<file path="config.mk">
export PLATFORM = sky130hd
export DESIGN_NAME = mux_nway_stream
export DESIGN_NICKNAME = d
export VERILOG_FILES = /design/src/rtl/mux_nway_stream.sv
export SDC_FILE = /design/constraint.sdc
export NUM_CORES = 1
export LEC_CHECK = 0
export CORE_ASPECT_RATIO = 1.1
export CORE_MARGIN = 4
export CORE_UTILIZATION = 38
export CTS_CLUSTER_DIAMETER = 60
export DETAILED_ROUTE_END_ITERATION = 8
export GPL_ROUTABILITY_DRIVEN = 1
export PLACE_DENSITY = 0.81
export SYNTH_ARGS = -nofsm -noshare
export SYNTH_HDL_FRONTEND = slang
export SYNTH_SLANG_ARGS = --single-unit
</file>
<file path="constraint.sdc">
create_clock -name clk -period 3.4 [get_ports clk]
set_input_delay 0.34 -clock clk [delete_from_list [all_inputs] [get_ports clk]]
set_output_delay 0.34 -clock clk [all_outputs]
set_load 0.01 [all_outputs]
</file>
<file path="src/rtl/mux_nway_stream.sv">
// N-way valid/ready stream multiplexer with a single registered output stage.
// Selection is either fixed (external sel) or round-robin among valid inputs.
// The rotating pointer restarts the search just past the last round-robin winner.
// Grant and in_ready are combinational from the current cycle's inputs.
// Data and channel index are registered together with out_valid.

module mux_nway_stream #(
    parameter int WIDTH    = 16,
    parameter int CHANNELS = 4,
    parameter int SEL_W    = $clog2(CHANNELS)
) (
    input  logic                      clk,
    input  logic                      rst_n,
    input  logic [CHANNELS*WIDTH-1:0] in_data,
    input  logic [CHANNELS-1:0]       in_valid,
    output logic [CHANNELS-1:0]       in_ready,
    input  logic [SEL_W-1:0]          sel,
    input  logic                      mode,
    output logic [WIDTH-1:0]          out_data,
    output logic                      out_valid,
    input  logic                      out_ready,
    output logic [SEL_W-1:0]          out_chan
);

    // One extra bit so that ptr + offset never overflows before the wrap subtraction.
    localparam logic [SEL_W:0]   CH_L = (SEL_W + 1)'(CHANNELS);
    localparam logic [SEL_W-1:0] LAST = SEL_W'(CHANNELS - 1);

    // Output register and arbitration state
    logic [WIDTH-1:0] r_out_data;
    logic             r_out_valid;
    logic [SEL_W-1:0] r_out_chan;
    logic [SEL_W-1:0] r_rr_ptr;

    // Grant path
    logic             w_load;
    logic             w_fix_valid;
    logic             w_rr_valid;
    logic [SEL_W-1:0] w_rr_idx;
    logic             w_grant_valid;
    logic [SEL_W-1:0] w_grant_idx;
    logic             w_xfer;
    logic [WIDTH-1:0] w_grant_data;
    logic [SEL_W-1:0] w_rr_next;

    // The output register can take a new word when empty or when its word leaves this cycle.
    assign w_load = !r_out_valid || out_ready;

    // Fixed mode: compare sel against every legal index so an out-of-range sel never grants.
    always_comb begin
        w_fix_valid = 1'b0;
        for (int i = 0; i < CHANNELS; i++) begin
            if (sel == SEL_W'(i) && in_valid[i]) begin
                w_fix_valid = 1'b1;
            end
        end
    end

    // Round-robin: first valid channel found walking forward from the pointer, with wrap.
    always_comb begin
        logic [SEL_W:0] w_cand;
        w_rr_valid = 1'b0;
        w_rr_idx   = '0;
        w_cand     = '0;
        for (int k = 0; k < CHANNELS; k++) begin
            w_cand = {1'b0, r_rr_ptr} + (SEL_W + 1)'(k);
            if (w_cand >= CH_L) begin
                w_cand = w_cand - CH_L;
            end
            if (!w_rr_valid && in_valid[w_cand[SEL_W-1:0]]) begin
                w_rr_valid = 1'b1;
                w_rr_idx   = w_cand[SEL_W-1:0];
            end
        end
    end

    // Pick the active arbiter's result; mode changes take effect on this cycle's grant.
    always_comb begin
        if (mode) begin
            w_grant_valid = w_rr_valid;
            w_grant_idx   = w_rr_idx;
        end else begin
            w_grant_valid = w_fix_valid;
            w_grant_idx   = sel;
        end
    end

    assign w_xfer = w_grant_valid && w_load;

    // One-hot ready for the granted channel; held low throughout reset.
    always_comb begin
        in_ready = '0;
        for (int i = 0; i < CHANNELS; i++) begin
            in_ready[i] = rst_n && w_xfer && (w_grant_idx == SEL_W'(i));
        end
    end

    // Data mux for the granted channel.
    always_comb begin
        w_grant_data = '0;
        for (int i = 0; i < CHANNELS; i++) begin
            if (w_grant_idx == SEL_W'(i)) begin
                w_grant_data = in_data[i*WIDTH +: WIDTH];
            end
        end
    end

    // Pointer moves just past the winner; explicit wrap keeps non-power-of-2 counts in range.
    assign w_rr_next = (w_grant_idx == LAST) ? '0 : w_grant_idx + SEL_W'(1);

    // Output stage: load on transfer, drain when consumed with nothing new, hold otherwise.
    always_ff @(posedge clk or negedge rst_n) begin
        if (!rst_n) begin
            r_out_data  <= '0;
            r_out_valid <= 1'b0;
            r_out_chan  <= '0;
        end else if (w_xfer) begin
            r_out_data  <= w_grant_data;
            r_out_valid <= 1'b1;
            r_out_chan  <= w_grant_idx;
        end else if (out_ready) begin
            r_out_valid <= 1'b0;
        end
    end

    // Round-robin pointer advances only on round-robin transfers.
    always_ff @(posedge clk or negedge rst_n) begin
        if (!rst_n) begin
            r_rr_ptr <= '0;
        end else if (w_xfer && mode) begin
            r_rr_ptr <= w_rr_next;
        end
    end

    assign out_data  = r_out_data;
    assign out_valid = r_out_valid;
    assign out_chan  = r_out_chan;

endmodule

</file>
; After elaboration in Yosys (flattened, before gate mapping)
; Cells that the tools add are included.
[word_totals]
out_inout_bits = 23
input_bits = 74
regBits = 21
elab_cells = 81
[op_classes]
n_mux = 33
addsub = 8
n_eq_ne = 6
n_lt_le_gt_ge = 8
n_reduce_logical = 22
[ops]
columns = op, count
row1 = 16-bit 2-to-1 mux, 4
row2 = 2-bit 2-to-1 mux, 10
row3 = 1-bit 2-to-1 mux, 15
row4 = 1-bit logical AND, 14
row5 = "2-bit by 3-bit less-than comparator with 1-bit output, second input constant", 4
row6 = "3-bit >= comparator, second input constant", 3
row7 = 1-bit binary-select mux with 2-bit select, 4
row8 = "2-bit == test, second input constant", 4
row9 = "2-bit by 1-bit subtractor with 2-bit output, second input constant", 4
row10 = "2-bit by 2-bit adder with 3-bit output, second input constant", 2
row11 = "2-bit by 1-bit == test with 1-bit output, second input constant", 2
row12 = 1-bit logical NOT, 4
row13 = 2-bit logical NOT, 2
row14 = "2-bit by 1-bit adder with 3-bit output, second input constant", 1
row15 = "2-bit by 3-bit >= comparator with 1-bit output, second input constant", 1
row16 = "2-bit by 1-bit adder with 2-bit output, second input constant", 1
row17 = 2-bit nonzero test, 1
row18 = 1-bit logical OR, 1

; Depth between registers and ports, before layout
[depth]
depth_word = 20
ltp_mapped = 11
ltp_nobuf = 9

; Least setup slack after synthesis
; Ideal clock, no wire load.
[synth_timing]
path_type = input to register
startpoint = input in_valid[0]
endpoint = register r_out_data[6], in the netlist out_data[6]
t_arrival_ns = 2.516
required_ns = 3.336
setup_slack_ns = 0.820
n_path_buf = 2
stages = 10
cell_sequence = o41a_1 > a41oi_1 > inv_1 > ha_1 > buf_2 > nor2b_1 > buf_2 > a221oi_1 > o31ai_1 > mux2_4
[synth_between]
elab_chain_cells = 18
word_cells_on_any_way = 38
[synth_rtl]
columns = item, line
row1 = "start, declared", 15  ; input logic [CHANNELS-1:0] in_valid,
row2 = 1-bit binary-select mux with 2-bit select, 70  ; if (!w_rr_valid && in_valid[w_cand[SEL_W-1:0]]) begin
row3 = 1-bit 2-to-1 mux (not written as such), 70
row4 = 1-bit 2-to-1 mux, 70
row5 = 1-bit logical NOT, 70
row6 = 1-bit logical AND, 70
row7 = 1-bit 2-to-1 mux, 70
row8 = 1-bit logical NOT, 70
row9 = 1-bit logical AND, 70
row10 = 1-bit 2-to-1 mux, 70
row11 = 1-bit logical NOT, 70
row12 = 1-bit logical AND, 70
row13 = 2-bit 2-to-1 mux (*), 70
row14 = 2-bit 2-to-1 mux (*), 79  ; if (mode) begin
row15 = named net w_grant_idx[0], 41  ; logic [SEL_W-1:0] w_grant_idx;
row16 = 2-bit logical NOT, 102  ; if (w_grant_idx == SEL_W'(i)) begin
row17 = 16-bit 2-to-1 mux (3 in series), 102
row18 = 16-bit 2-to-1 mux (*), 102
row19 = "end signal, assigned", 118  ; r_out_data <= w_grant_data;
row20 = "end, declared", 30  ; logic [WIDTH-1:0] r_out_data;
; The timed path passes the listed nets; every way through them passes the cells marked *. The select of a mux whose other input is x is not followed.
; A chain may end at the register's enable or synchronous reset.

; Final worst setup path
[layout_timing]
startpoint = input in_valid[0]
endpoint = output in_ready[1]
[layout_between]
word_cells_on_any_way = 33
[layout_rtl]
columns = item, line
row1 = 1-bit binary-select mux with 2-bit select, 70
row2 = 1-bit 2-to-1 mux (not written as such), 70
row3 = 1-bit 2-to-1 mux, 70
row4 = 1-bit logical NOT, 70
row5 = 1-bit logical AND, 70
row6 = 1-bit 2-to-1 mux, 70
row7 = 1-bit logical NOT, 70
row8 = 1-bit logical AND, 70
row9 = 1-bit 2-to-1 mux, 70
row10 = 1-bit logical NOT, 70
row11 = 1-bit logical AND, 70
row12 = 2-bit 2-to-1 mux (*), 70
row13 = 2-bit 2-to-1 mux (*), 79
row14 = named net w_grant_idx[0], 41
row15 = 2-bit by 1-bit == test with 1-bit output (*), 94  ; in_ready[i] = rst_n && w_xfer && (w_grant_idx == SEL_W'(i));
row16 = 1-bit logical AND (*), 94
row17 = "end, declared", 16  ; output logic [CHANNELS-1:0] in_ready,
; Marks and branches as above.

==> flow_summary.toml <==
[logic_synthesis]
synth_top_area_cell = "dfrtp_1"
netlist.area_leader.share_pct = 32.3
yosys.cell_count.top_type = "dfrtp_1"
synth_seq_cells = 21
synth.distinct_cells = 37
ys_warn_count = 0
synth_area_leaders = "dfrtp_1 (32%), mux2_4 (14%), a221oi_1 (8.1%), o31ai_1 (7.4%), nor2b_1 (6.9%)"
synth_flop_cell = "dfrtp_1"
synth_cells = 163
netlist_top_cells_count = "dfrtp_1 (21), nand2_1 (20), nor2b_1 (18)"
syn_avg_cell_area_sq_um = 9.98
synth-seq-area-share_pct = 32.3
syn_area_sq_um = 1630
synth_edf_count = 0
syn_nets = 241
ys_async_sr_fraction_pct = 100

[setup_path]
start_kind = "primary input"
worstPathMaxFanout = 8
critPathKind = "in -> out"
r2r_cells = 9
critical_path_arrival_ns = 2.84
r2r-end = "out_data[8]"
reg2reg_slack_ns = 0.76
worstSetupStartpoint = "in_valid[0]"
cp-endpoint = "in_ready[1]"
end_kind = "output port"
timing.rr.start = "r_rr_ptr[1]"
cp.required_ns = 3.06

[placement]
place.gp.congestion = 0.899
place_area_sq_um = 2630
portBuffers = 96
post-place-ws_ns = 0.285
hpwl_microns = 4120

[layout]
n_fill_cell = 347
n_antenna_cell = 0
syn2layout_area_growth_pct = 64.8
finalInstanceArea_sq_um = 2680
fin_nets = 337
drive_gt1_share_pct = 12.4

[routing]
drc_errors = 0
via_per_inst = 5.44
detail_route.wl_per_cell_microns = 17.7
num_vias = 1685
wl_microns = 5480
firstDrtPassIters = 4
drt_iter0_drc = 159
drtAntennaViolNets = 0

[global_route]
grt_max_degree = 33
grt_pass1_wl_microns = 8700
grt.overflow.total = 0
antenna_found_initial = 0
grt_usage_pct = 19.8
grt_pass1_vias = 1630

[cts]
clk_path_buf_depth = 2
cts_buffers = 3
post_cts_resized = 0
cts_setup_buffers = 0
clock_sinks = 21
clock_latency_ns = 0.26
cts_tree = "done"
holdBufCountCts = 0
htree_levels = 1
clockRootBuffer = "clkbuf_8"
cts.clk_slew.worst_paths_ns = 0.08

[floorplan]
core_area_sq_um = 4050
start_util_pct = 40.1
io_pins = 97
row_count = 24
dieArea_sq_um = 5390
die_y_microns = 76.6
die_w_microns = 70.4

[sta]
timing.fmax_mhz = 315
hold_viol = 0
finalCritPeriodShare_pct = 93.5
setup_ws_ns = 0.221
rsz0062_at_grt = "no"
worstMarginPinSlew_ns = 0.589
setup_tns_ns = 0
report.final.slew_viol_count = 0
skew_ns = 0.00777
period_needed_ns = 3.18
max_slew_margin_pct = 60.6
setup_violations = 0

[power_and_ir_drop]
p_leak_nw = 1.09
ir_drop_uv = 231
powerDensity_nw_per_um2 = 549

[min_path]
min_path_type = "in -> async"

[run_status]
status = "completed"

[flow_run]
cap_violations = 0
-- through the flow --
| step | total power, mW | util, % | instances | hold WS, ns |
|---|---|---|---|---|
| after floorplan | 0.904 | - | 163 | 0.0444 |
| final | 1.47 | 66.1 | 310 | 0.448 |
| after CTS | 1.48 | 66.1 | 310 | 0.461 |
| after global placement | 1.30 | 65.0 | 306 | 0.493 |
| after detailed placement | 1.31 | 65.0 | 306 | 0.491 |
| after global routing | 1.56 | 66.1 | 310 | 0.486 |
-- metal layers --
metal	track usage [%]	vias to the layer above	share of wire, %
li1	-	801	-
met5	0	-	0
met2	30.9	86	45
met4	5.56	0	1.3
met1	26.5	790	45
met3	5.54	8	8.6
-- cell type report --
type | count | area [sq um] | share of cell area, %
Multi-Input combinational cell | 127 | 1020 | 38.0
Clock buffer | 3 | 41.3 | 1.54
Tap cell | 52 | 65.1 | 2.43
Timing Repair Buffer | 103 | 1010 | 37.8
Sequential cell | 21 | 526 | 19.6
Clock inverter | 1 | 5.00 | 0.187
Inverter | 3 | 11.3 | 0.420
-- worst min path at each step --
stage	end	cells past startpoint
floorplan	out_chan[0]	0
global placement	out_data[13]	1
detailed placement	out_data[2]	1
CTS	out_data[10]	1
global route	out_data[10]	1
finish	r_rr_ptr[1]	1
-- flip-flops by register name (all words and copies together) (netlist names) --
name and cells:
out_valid 1, out_chan 2, out_data 16, r_rr_ptr 2
-- worst max-delay path, cell delays in order --
cell,delay [ns]
clkdlybuf4s50_1,0.52
o41a_1,0.52
a41oi_1,0.40
inv_1,0.13
ha_1,0.26
and3_1,0.17
clkdlybuf4s50_1,0.50
-- where the power goes --
group | internal [mW] | switching, mW | total (mW)
logic | 0.530 | 0.339 | 0.868
clock network | 0.0816 | 0.0818 | 0.163
registers | 0.364 | 0.0768 | 0.441
total | 0.975 | 0.497 | 1.47
-- cells by family (layout without fill, tap and decap cells) --
| kind of cell | count (synthesis) | in the layout | synth area share [%] |
|---|---|---|---|
| AOI/OAI and AO/OA | 46 | 46 | 22.8 |
| adders and majority gates | 4 | 4 | 3.08 |
| buffers and inverters | 15 | 110 | 5.08 |
| DFF | 21 | 21 | 32.3 |
| muxes | 18 | 18 | 16.6 |
| and+or+nand+nor | 59 | 59 | 20.1 |
-- cell usage in the layout, fill, tap and decap left out, drive strengths merged, types with 3 or more instances in the layout --
cell type and n:
a21oi 3, a221oi 15, and3 4, buf 7
clkbuf 3, clkdlybuf4s50 96, dfrtp 21, ha 4
inv 3, mux2 17, nand2 20, nand2b 5
nor2 4, nor2b 18, o21ai 3, o31ai 16
(Power assumes the default switching activity.)
==> patch: new RTL, same settings <==
Register the input `mode` before use. The logic sees it one clock later. The other inputs are not delayed to match. Comments in the files are not updated.
--- a/src/rtl/mux_nway_stream.sv
+++ b/src/rtl/mux_nway_stream.sv
@@ -25,6 +25,12 @@
     // One extra bit so that ptr + offset never overflows before the wrap subtraction.
     localparam logic [SEL_W:0]   CH_L = (SEL_W + 1)'(CHANNELS);
     localparam logic [SEL_W-1:0] LAST = SEL_W'(CHANNELS - 1);
+
+    logic mode_q;
+
+    always_ff @(posedge clk) begin
+        mode_q <= mode;
+    end
 
     // Output register and arbitration state
     logic [WIDTH-1:0] r_out_data;
@@ -76,7 +82,7 @@
 
     // Pick the active arbiter's result; mode changes take effect on this cycle's grant.
     always_comb begin
-        if (mode) begin
+        if (mode_q) begin
             w_grant_valid = w_rr_valid;
             w_grant_idx   = w_rr_idx;
         end else begin
@@ -127,7 +133,7 @@
     always_ff @(posedge clk or negedge rst_n) begin
         if (!rst_n) begin
             r_rr_ptr <= '0;
-        end else if (w_xfer && mode) begin
+        end else if (w_xfer && mode_q) begin
             r_rr_ptr <= w_rr_next;
         end
     end
Function: changed (a bounded check fails within 4 cycles, from zero or initial values and one cycle with rst_n low).
==> patch against the unedited design <==
  * Hold slack got worse by 36 ps
  * Wire length fell by 0.93%
  * Worst setup slack improved by 31 ps
  * Sequential cell count rose by 1
  * Design area rose by 1.1%
  * Final cell count rose by 0.32%
  * Sequential power rose by 2%
  * Synthesized area rose by 1.2%
  * Power rose by 3.0%
  * Global-route usage rose by 0.42 points
==> patch: results (changes against the unedited design) <==
[drt]
routed_wl_mm = 5.42  ; was 5.48 mm
drtIter0Drc = 112  ; was 159
routed_via_density = 5.35  ; was 5.44
dr.pass1.iters = 4  ; unchanged
wl_per_cell_um = 17.4  ; was 17.7 um

[cells_and_area]
largest_register_ffs = 16  ; unchanged
fin_nets = 338  ; was 337
layout-drive-gt1-share = 0.124  ; about the same
n_antenna_cell = 0  ; unchanged

[place]
dp.cells = 307  ; was 306
hpwl_mm = 4.15  ; was 4.12 mm
routabilityCongestion = 0.869  ; was 0.899
io_buffers = 96  ; unchanged
dp_slack_ps = 177  ; was 285 ps

[yosys]
yosys_warnings = 0  ; unchanged
seq_area_frac_synth = 0.331  ; was 0.323
synth_nets = 242  ; was 241
yosys-top-cells-count = dfrtp_1, nand2_1, nor2b_1  ; unchanged
synthArstFlopShare = 0.955  ; was 1.00
synth_cell_types = 38  ; was 37
postSynthAreaPerCell_sq_um = 10.0  ; was 9.98 sq um
synthTopCellsByArea = dfrtp_1, mux2_4, a221oi_1  ; unchanged

[run_status]
outcome = completed  ; unchanged

[timing]
worst_slew_pin_slew_ps = 521  ; was 589 ps
skew_ps = 6.63  ; was 7.77 ps

[clock_tree]
cts_root_buf = clkbuf_8  ; unchanged
clk_pin_slew_worst_paths_ps = 80  ; about the same
clkLatencyLatePin_ps = 260  ; about the same
numCtsBuffers = 3  ; unchanged
postCtsSetupBuffers = 0  ; unchanged
h-tree-depth = 1  ; unchanged

[global_routing]
track_usage = 0.202  ; was 0.198
grt_pass1_wl_mm = 8.90  ; was 8.70 mm
grt_max_degree = 33  ; unchanged
grt_pass1_vias = 1663  ; was 1,630
antenna_found_initial = 0  ; unchanged

[min_path]
min_path_type = in -> async  ; unchanged

[power]
leakage_uw = 0.00110  ; was 0.00109 uW
worst_ir_drop_vdd_mv = 0.280  ; was 0.231 mV

[worst_setup_path]
worst_path_largest_cell_delay_ps = 530
slowest_stage = clkdlybuf4s50_1  ; unchanged
cp_max_fo = 8  ; unchanged

-- patch: stage by stage --
stage	total power, uW	instance area, sq um
after floorplan	917	1650
after global placement	1310	2650
after detailed placement	1330	2650
after CTS	1530	2710
after global routing	1620	2710
final	1520	2710
-- patch: routing by layer --
metal | vias up | share of wire | global-route usage
li1 | 808 | - | -
met2 | 80 | 0.44 | 0.320
met1 | 768 | 0.46 | 0.269
met4 | 0 | 0.012 | 0.0489
met3 | 8 | 0.084 | 0.0601
met5 | - | 0 | 0
-- patch: area by class of cell --
class,count,area (sq um)
Fill cell,344,1380
Sequential cell,22,546
Timing Repair Buffer,103,1010
Inverter,3,11.3
Clock buffer,4,55.1
Tap cell,52,65.1
Multi-Input combinational cell,127,1020
-- patch: path summary, 6_finish.rpt --
check / start / to / slack [ps] / cells past startpoint
max: in_valid[0] / in_ready[1] / 250 / 7
min: rst_n / out_data[6]$_DFFE_PN0P_ / 410 / 1
max reg2reg: r_rr_ptr[1]$_DFFE_PN0P_ / out_data[9]$_DFFE_PN0P_ / 770 / 10
min reg2reg: out_data[10]$_DFFE_PN0P_ / out_data[10]$_DFFE_PN0P_ / 510 / 1
max in group asynchronous: rst_n / out_data[10]$_DFFE_PN0P_ / 2400 / 2
min in group clk: mode / mode_q$_DFF_P_ / 510 / 1
-- patch: cell families after synthesis --
kind of cell	Yosys count	share of synthesized area
buffers and inverters	15	0.0502
and+or+nand+nor	59	0.198
DFF	22	0.331
AOI/OAI and AO/OA	46	0.226
muxes	18	0.164
adders and majority gates	4	0.0304
-- patch: power by group --
part / internal (uW) / leakage, uW / switching, uW
Clock: 103 / 0.0000288 / 86.5
Sequential: 376 / 0.000263 / 74.8
Combinational: 530 / 0.000808 / 346
